$ cat src/rtl/stopwatch_ctrl.sv
// Stopwatch sequencer: button synchronisers, RUN/PAUSE/LAP/IDLE FSM, 1 s prescaler, lap display.
// Define STOPWATCH_DEBOUNCE_EN to add a per-button stable-level filter of DEB_CYCLES clocks.
module stopwatch_ctrl #(
    parameter int TICK_DIV   = 50_000_000,
    parameter int DEB_CYCLES = 1_000_000
) (
    input  logic       clk,
    input  logic       rst,
    input  logic       i_btn_ss,
    input  logic       i_btn_lap,
    input  logic [3:0] i_us,
    input  logic [2:0] i_zs,
    output logic       o_cnt_start,
    output logic       o_cnt_stop,
    output logic       o_cnt_clr,
    output logic [3:0] o_disp_us,
    output logic [2:0] o_disp_zs,
    output logic [1:0] o_state,
    output logic       o_min_pulse
);
    localparam int            PW         = (TICK_DIV > 1) ? $clog2(TICK_DIV) : 1;
    localparam logic [PW-1:0] PRESC_LAST = PW'(TICK_DIV - 1);

    typedef enum logic [1:0] {
        S_IDLE  = 2'd0,
        S_RUN   = 2'd1,
        S_PAUSE = 2'd2,
        S_LAP   = 2'd3
    } state_t;

    state_t        r_state, w_state_nxt;
    logic [1:0]    r_sync1, r_sync2, r_lvl_d;
    logic [1:0]    w_lvl, w_ev;
    logic          w_ss_ev, w_lap_ev;
    logic [PW-1:0] r_presc;
    logic          w_running, w_tick_nxt, w_clr_nxt, w_lap_latch;
    logic [3:0]    r_lap_us;
    logic [2:0]    r_lap_zs;

    // Bit 0 carries start/stop, bit 1 carries lap.
    always_ff @(posedge clk or posedge rst) begin
        if (rst) begin
            r_sync1 <= '0;
            r_sync2 <= '0;
            r_lvl_d <= '0;
        end else begin
            r_sync1 <= {i_btn_lap, i_btn_ss};
            r_sync2 <= r_sync1;
            r_lvl_d <= w_lvl;
        end
    end

`ifdef STOPWATCH_DEBOUNCE_EN
    localparam int DW = (DEB_CYCLES > 1) ? $clog2(DEB_CYCLES) : 1;
    logic [DW-1:0] r_deb_cnt [2];
    logic [1:0]    r_filt;

    always_ff @(posedge clk or posedge rst) begin
        if (rst) begin
            r_filt <= '0;
            for (int i = 0; i < 2; i++) r_deb_cnt[i] <= '0;
        end else begin
            for (int i = 0; i < 2; i++) begin
                if (r_sync2[i] == r_filt[i]) begin
                    r_deb_cnt[i] <= '0;
                end else if (r_deb_cnt[i] == DW'(DEB_CYCLES - 1)) begin
                    r_filt[i]    <= r_sync2[i];
                    r_deb_cnt[i] <= '0;
                end else begin
                    r_deb_cnt[i] <= r_deb_cnt[i] + 1'b1;
                end
            end
        end
    end
    assign w_lvl = r_filt;
`else
    assign w_lvl = r_sync2;
`endif

    assign w_ev     = w_lvl & ~r_lvl_d;
    assign w_ss_ev  = w_ev[0];
    assign w_lap_ev = w_ev[1];

    always_ff @(posedge clk or posedge rst) begin
        if (rst) r_state <= S_IDLE;
        else     r_state <= w_state_nxt;
    end

    // Start/stop always takes priority over a simultaneous lap event.
    always_comb begin
        w_state_nxt = r_state;
        case (r_state)
            S_IDLE:  if (w_ss_ev) w_state_nxt = S_RUN;
            S_RUN:   if (w_ss_ev) w_state_nxt = S_PAUSE; else if (w_lap_ev) w_state_nxt = S_LAP;
            S_LAP:   if (w_ss_ev) w_state_nxt = S_PAUSE; else if (w_lap_ev) w_state_nxt = S_RUN;
            S_PAUSE: if (w_ss_ev) w_state_nxt = S_RUN;   else if (w_lap_ev) w_state_nxt = S_IDLE;
            default: w_state_nxt = S_IDLE;
        endcase
    end

    always_comb begin
        w_running   = (r_state == S_RUN) || (r_state == S_LAP);
        w_tick_nxt  = w_running && (r_presc == PRESC_LAST);
        w_clr_nxt   = (r_state == S_PAUSE) && !w_ss_ev && w_lap_ev;
        w_lap_latch = (r_state == S_RUN) && !w_ss_ev && w_lap_ev;
    end

    // Prescaler holds in PAUSE so the fractional second survives a pause.
    always_ff @(posedge clk or posedge rst) begin
        if (rst) begin
            r_presc     <= '0;
            o_cnt_start <= 1'b0;
            o_cnt_stop  <= 1'b1;
            o_cnt_clr   <= 1'b0;
            o_min_pulse <= 1'b0;
            r_lap_us    <= '0;
            r_lap_zs    <= '0;
            o_disp_us   <= '0;
            o_disp_zs   <= '0;
        end else begin
            if (r_state == S_IDLE || w_state_nxt == S_IDLE)
                r_presc <= '0;
            else if (w_running)
                r_presc <= (r_presc == PRESC_LAST) ? '0 : r_presc + 1'b1;
            o_cnt_start <= w_tick_nxt;
            o_cnt_stop  <= !w_tick_nxt;
            o_cnt_clr   <= w_clr_nxt;
            o_min_pulse <= w_tick_nxt && (i_us == 4'd9) && (i_zs == 3'd5);
            if (w_lap_latch) begin
                r_lap_us <= i_us;
                r_lap_zs <= i_zs;
            end
            if (r_state == S_LAP) begin
                o_disp_us <= r_lap_us;
                o_disp_zs <= r_lap_zs;
            end else begin
                o_disp_us <= i_us;
                o_disp_zs <= i_zs;
            end
        end
    end

    assign o_state = r_state;

endmodule
$ cat config.mk
export PLATFORM = sky130hd
export DESIGN_NAME = stopwatch_ctrl
export DESIGN_NICKNAME = d
export VERILOG_FILES = /design/src/rtl/stopwatch_ctrl.sv
export SDC_FILE = /design/constraint.sdc
export NUM_CORES = 1
export LEC_CHECK = 0
export ABC_AREA = 1
export CAP_MARGIN = 20
export CORE_MARGIN = 2
export CORE_UTILIZATION = 62
export DETAILED_ROUTE_END_ITERATION = 7
export MAX_ROUTING_LAYER = met4
export PLACE_DENSITY_LB_ADDON = 0.15
export SETUP_SLACK_MARGIN = 0.1
export SYNTH_ARGS = -nofsm -noshare
export SYNTH_HDL_FRONTEND = slang
export SYNTH_SLANG_ARGS = --single-unit
$ cat constraint.sdc
create_clock -name clk -period 4 [get_ports clk]
set_clock_uncertainty 0.1 [all_clocks]
set_input_delay 1 -clock clk [delete_from_list [all_inputs] [get_ports clk]]
set_output_delay 1 -clock clk [all_outputs]
set_load 0.02 [all_outputs]
# --- After elaboration in Yosys (flattened, before gate mapping) ---
# Cells that the tools add are included.
totals:
  word_cells: 49
  input_bits: 11
  output_inout_bits: 13
  reg_bits: 52
classes:
  n_reduce_logical: 14
  add_sub_neg: 1
  bitwise: 2
  mux: 13
  eq_ne: 6
ops:
  columns: ["operator", "n"]
  rows:
  - ["26-bit 2-to-1 mux", 3]
  - ["26-bit by 1-bit adder with 26-bit output, second input constant", 1]
  - ["26-bit equality test, second input constant", 1]
  - ["2-bit 2-to-1 mux", 7]
  - ["2-bit case mux with 4 select lines", 1]
  - ["1-bit logical AND", 7]
  - ["2-bit equality test, second input constant", 2]
  - ["4-bit equality test, second input constant", 1]
  - ["2-bit zero test", 2]
  - ["4-bit 2-to-1 mux", 1]
  - ["3-bit equality test, second input constant", 1]
  - ["3-bit 2-to-1 mux", 1]
  - ["2-bit bitwise AND", 1]
  - ["2-bit by 1-bit equality test with 1-bit output, second input constant", 1]
  - ["1-bit zero test", 2]
  - ["1-bit logical OR", 2]
  - ["2-bit inverter", 1]
  - ["2-bit nonzero test", 1]

# --- Longest topological paths before layout ---
depth:
  depth_word: 8
  depth_mapped: 11
  depth_no_buf: 11

# --- Least setup slack after synthesis ---
# No wires, ideal clock.
synth_path:
  kind: "reg-to-output"
  from: "register o_cnt_stop"
  to: "output o_cnt_stop"
  path_buffers: 0
  slack_ps: 2346
  stages_incl_launch_ff: 1
  required_ps: 2900
  t_arrival_ps: 554
  path_cell_list: "dfstp_2"
synth_rtl:
  columns: ["item", "line", "text"]
  rows:
  - ["start: declaration", "14", "output logic o_cnt_stop,"]
  - ["start signal: assignment", "126", "o_cnt_stop <= !w_tick_nxt;"]
# No word-level cell between the ends.

# --- Final worst setup path ---
layout_path:
  from: "register r_state[0] (netlist: o_state[0])"
  to: "output o_state[0]"
layout_rtl:
  columns: ["item", "line", "text"]
  rows:
  - ["start: declaration", "31", "state_t r_state, w_state_nxt;"]
  - ["start signal: assignment", "86", "else r_state <= w_state_nxt;"]
  - ["end: declaration", "18", "output logic [1:0] o_state,"]
# No word-level cell between the ends.

==> impl_metrics.tcl <==
set metrics [dict create \
    clock-sinks 52 \
    grt_remaining_overflow 0 \
    htree_levels 2 \
    critical_path.cell_chain "clkdlybuf4s50_1" \
    setup_viol 0 \
    antenna_cells 0 \
    max_cap_viol_count 0 \
    synthArstFlopShare 1.000 \
    grt_max_degree 53 \
    syn_area_um2 2756 \
    root_buffer "clkbuf_8" \
    clk_path_buf_depth 2 \
    cts_hold_buf 0 \
    initial_core_util 0.6374 \
    grt_pass1_wl_um 9804 \
    layout.cells.non_filler 434 \
    crit_path_max_incr_delay_ns 0.69 \
    synth_edf_count 0 \
    final_cell_mix "80 x nand2_1, 58 x nor2_1, 51 x dfrtp_1" \
    totalWireLength_um 5547 \
    design.core.area_um2 4324 \
    clk_latency_ns 0.30 \
    crit_family "buffers and inverters" \
    p_clk_frac 0.249 \
    syn_nets 369 \
    routedWlPerCell_um 12.78 \
    syn_to_final_growth_pct 12.62 \
    vdd_drop_max_mv 0.2691 \
    place_hpwl_um 4047 \
    ys_ff_latch 52 \
    grt_setup_unrepaired "false" \
    finalPower_mw 1.218 \
    drive_above_1_share 0.09686 \
    relSlewSlack 0.6126 \
    utilization 0.7179 \
    cellPowerDensity_nw_per_um2 392.2 \
    cts_setup_buffers 0 \
    arrival_ns 1.58 \
    p_sw_mw 0.3892 \
    die-area_um2 4995 \
    yosysWarnings 0 \
    cp_num_buf_inv 1 \
    fin_nets 393 \
    rows 24 \
    hold_viol 0 \
    avgSynthCellArea_um2 7.721 \
    startpoint_type "flip-flop" \
    grtUsageTotal 0.2514 \
    vias 2311 \
    drv_slew 0 \
    grt_antenna_before_repair 0 \
    numPlacedInstances 425 \
    syn_inst 357 \
    p_leak_nw 1.422 \
    cts_resized 0 \
    dieWidth_um 70.68 \
    crit_fanout 11 \
    fmax_mhz 372.9 \
    tightest_slew_ns 0.5798 \
    synth-seq-area-share 0.4725 \
    seq_power_share 0.536 \
    hold_class "reg2reg" \
    finalCritPeriodShare 0.6705 \
    gp_congestion 0.9501 \
    viasPerCell 5.325 \
    ys_types 32 \
    critPathKind "reg2out" \
    place_ws_ns 1.592 \
    grt_pass1_vias 2265 \
    fin_setup_tns_ns 0 \
    drtIter0Drc 205 \
    slowest_stage "clkdlybuf4s50_1" \
    p_int_mw 0.8283 \
    layout_commonest_cell "nand2_1" \
    setup_slack_ns 1.318 \
    numCtsBuffers 5 \
    crit_required_ns 2.90 \
    yosys_most_used_dff "dfrtp_1" \
    ioPinCount 24 \
    postRouteAntennaNets 0 \
    p_sw_frac 0.3197 \
    clk_pin_slew_worst_paths_ns 0.09 \
    period_needed_ns 2.682 \
    cts_tree "done" \
    end_kind "output port" \
    drc_errors 0 \
    p_comb_frac 0.214 \
    dieHeight_um 70.68 \
    io_buffers 23 \
    status "finished clean" \
    first_pass_iters 4 \
]
[synth_stat cells (3+ instances only)]
cell / count / share of area
a21oi_1: 14 / 0.025
buf_6: 3 / 0.012
dfrtp_1: 51 / 0.46
inv_1: 45 / 0.061
nand2_1: 80 / 0.11
nand2_2: 6 / 0.014
nand3_1: 27 / 0.049
nand4_1: 7 / 0.016
nor2_1: 58 / 0.079
nor2_2: 6 / 0.014
nor2_4: 4 / 0.016
nor3_1: 13 / 0.024
o21ai_0: 15 / 0.027
[layer usage]
metal | vias up | wire [um] | track usage
li1 | 1174 | - | -
met1 | 1067 | 2679 | 0.3324
met2 | 60 | 2536 | 0.4015
met3 | 10 | 243 | 0.04986
met4 | 0 | 87 | 0.06918
met5 | - | 0 | -
[registers in the layout, indices dropped and copies added, names as in the netlist, 2 cells and up]
register	count
r_lap_zs	3
r_sync2	2
r_lvl_d	2
o_disp_us	4
r_presc	26
o_state	2
r_sync1	2
r_lap_us	4
o_disp_zs	3
[logic make-up (layout without fill, tap and decap cells)]
logic type	count (synthesis)	in the layout	share of synthesized area
buffers and inverters	56	81	0.08715
AOI/OAI and AO/OA	34	34	0.07036
adders and majority gates	1	1	0.004539
and+or+nand+nor	211	211	0.3559
xor gates and xnor gates	3	3	0.009534
DFF	52	52	0.4725
[power by group through the flow]
| stage | Combinational, mW | Sequential, mW | Clock, mW |
|---|---|---|---|
| after global placement | 0.257 | 0.658 | 0 |
| after CTS | 0.263 | 0.652 | 0.311 |
| after detailed placement | 0.262 | 0.661 | 0 |
| after floorplan | 0.161 | 0.676 | 0 |
| final | 0.261 | 0.653 | 0.304 |
| after global routing | 0.297 | 0.664 | 0.327 |
[final timing paths]
| check | start | end | slack (ns) | cells after the start |
|---|---|---|---|---|
| hold reg to reg | r_sync1[1] | r_sync2[1] | 0.26 | 0 |
| min in group asynchronous | rst | r_presc[5] | 0.85 | 2 |
| hold / removal | r_sync1[1] | r_sync2[1] | 0.26 | 0 |
| setup / recovery | o_state[0] | o_state[0] | 1.32 | 1 |
| max in group asynchronous | rst | o_cnt_stop | 2.40 | 3 |
| setup reg to reg | o_state[0] | r_presc[9] | 2.10 | 5 |
[cell type report]
cell class                      instances  area [um2]
Tap cell                               52       65.06
Multi-Input combinational cell        249        1214
Clock inverter                          2       16.27
Inverter                               49       183.9
Sequential cell                        52        1303
Fill cell                             343        1220
Timing Repair Buffer                   24       250.2
Clock buffer                            6       72.57
[per-stage QoR]
stage          hold WS [ns]  instance area (um2)
2_1_floorplan        0.2312                 2756
3_3_place_gp         0.2414                 2995
3_5_place_dp         0.2363                 2995
4_1_cts              0.2670                 3084
5_1_grt              0.2747                 3104
6_report             0.2648                 3104
(Power assumes the default switching activity.)
==> RTL change, RTL diff (config.mk and constraints unchanged) <==
Remove the register `o_cnt_stop`: a continuous assignment takes its place, so the output `o_cnt_stop` follows one clock earlier.
--- a/src/rtl/stopwatch_ctrl.sv
+++ b/src/rtl/stopwatch_ctrl.sv
@@ -110,7 +110,6 @@
         if (rst) begin
             r_presc     <= '0;
             o_cnt_start <= 1'b0;
-            o_cnt_stop  <= 1'b1;
             o_cnt_clr   <= 1'b0;
             o_min_pulse <= 1'b0;
             r_lap_us    <= '0;
@@ -123,7 +122,6 @@
             else if (w_running)
                 r_presc <= (r_presc == PRESC_LAST) ? '0 : r_presc + 1'b1;
             o_cnt_start <= w_tick_nxt;
-            o_cnt_stop  <= !w_tick_nxt;
             o_cnt_clr   <= w_clr_nxt;
             o_min_pulse <= w_tick_nxt && (i_us == 4'd9) && (i_zs == 3'd5);
             if (w_lap_latch) begin
@@ -140,6 +138,8 @@
         end
     end
 
+    assign o_cnt_stop = !w_tick_nxt;
+
     assign o_state = r_state;
 
 endmodule
Function: same outputs for any inputs over 10 cycles, from zero or initial values and one cycle with rst high; that may be too few to reach the edited logic, so the function may still have changed.
==> RTL change against the unedited design <==
  * Fmax fell by 16%
  * Combinational power rose by 3%
  * Sequential cell count fell by 1
  * Synthesized area is 0.95% lower
  * Final area is 0.28% lower
  * Power is 1.3% higher
  * Via count decreased by 0.52%
  * Global-route usage rose by 0.77 points
  * Worst hold slack got worse by 0.0065 ns
  * Sequential power is 1% lower
  * Routed wire length up 3.7%
  * Setup slack lost 0.50 ns
  * Largest cell class unchanged
==> RTL change: results (changes against the unedited design) <==
synth.net_count: 368  # was 369
synth.top_cells.by_area: "sky130_fd_sc_hd__dfrtp_1, sky130_fd_sc_hd__nand2_1, sky130_fd_sc_hd__nor2_1, sky130_fd_sc_hd__inv_1, sky130_fd_sc_hd__nand3_1"  # unchanged
place_inst: 424  # was 425
detailed_place_hpwl_um: 4093  # was 4047 um
first_global_vias: 2266  # was 2265
met2_wirelength_um: 2694  # was 2536 um
gr-usage-met3_pct: 5.628  # was 4.986%
detail_route.vias_per_cell: 5.309  # was 5.325
utilization_pct: 72.09  # was 71.79%
use_met1_pct: 33.59  # was 33.24%
gr-usage-met2_pct: 40.04  # was 40.15%
placed_area_um2: 2969  # was 2995 um^2
signal_buffers: 24  # unchanged
die_width_um: 70.36  # was 70.68 um
run_status: "completed"  # unchanged
cpPeakStageDelay_ns: 0.60  # was 0.69 ns
area_share_of_fa_ha_maj_cells_after_synthesis_pct: 0.4583  # was 0.4539%
hold_start: "r_sync1[0]$_DFF_PP0_"  # was r_sync1[1]$_DFF_PP0_
max-slew-margin-rel_pct: 57.12  # was 61.26%
grt_util_all_layers_pct: 25.91  # was 25.14%
synth-xor-area-share_pct: 0.9624  # was 0.9532%
timing.hold.ws_ns: 0.2584  # was 0.2648 ns
largest_net_degree_at_the_start_of_global_routing: 52  # was 53
nets: 392  # was 393
ffs_latches_synth: 51  # was 52
synth_compound_area_share_pct: 7.104  # was 7.036%
whs_endpoint: "r_sync2[0]$_DFF_PP0_"  # was r_sync2[1]$_DFF_PP0_
dr_wl_met3_um: 226  # was 243 um
layout.nonclk_buf_share_pct: 8.327  # was 8.061%
part_of_the_yosys_area_used_for_sequential_elements_pct: 46.75  # was 47.25%
clkCellAreaFrac_pct: 3.193  # was 2.862%
critical_path.max_fanout: 5  # was 11
p_sw_share_pct: 32.20  # was 31.97%
globalplace.congestion: 0.8923  # was 0.9501
fraction_of_power_consumed_by_sequential_logic_pct: 52.4  # was 53.6%
drtIter0Drc: 190  # was 205
grt_first_pass_wirelength_um: 9873  # was 9804 um
postSynthCellCount: 356  # was 357
worst-endpoint-arrival_ns: 2.09  # was 1.58 ns
reported_leakage_power_nw: 1.421  # was 1.422 nW
vdd_drop_max_mv: 0.3499  # was 0.2691 mV
yosys.cell_types.count: 31  # was 32
register_area_um2: 1276  # was 1303 um^2
routedLengthMet1_um: 2677  # was 2679 um
wl_per_cell_um: 13.29  # was 12.78 um
clkTransAtPathRegs_ns: 0.09  # about the same
filler_cell_count: 345  # was 343
clockBufferDepth: 2  # unchanged
layout_cell_share_with_drive_strength_beyond_1_pct: 9.711  # was 9.686%
placement.setup.worst_slack_ns: 1.159  # was 1.592 ns
## RTL change: power groups by stage
stage	clock network (mW)	logic [mW]	registers, mW
3_3_place_gp	0	0.260	0.648
5_1_grt	0.342	0.302	0.657
3_5_place_dp	0	0.267	0.651
4_1_cts	0.325	0.268	0.645
2_1_floorplan	0	0.161	0.666
6_report	0.317	0.270	0.646
## RTL change: worst max-delay path by stage
stage                           startpoint                  end  slack, ns  cells after the start
global placement    r_presc[0]$_DFFE_PP0P_           o_cnt_stop       1.19                      9
CTS                 r_presc[0]$_DFFE_PP0P_           o_cnt_stop       0.80                      9
finish              r_presc[0]$_DFFE_PP0P_           o_cnt_stop       0.81                      9
global route        r_presc[0]$_DFFE_PP0P_           o_cnt_stop       0.67                      9
detailed placement  r_presc[0]$_DFFE_PP0P_           o_cnt_stop       1.16                      9
floorplan                              rst  o_cnt_clr$_DFF_PP0_       1.67                      1
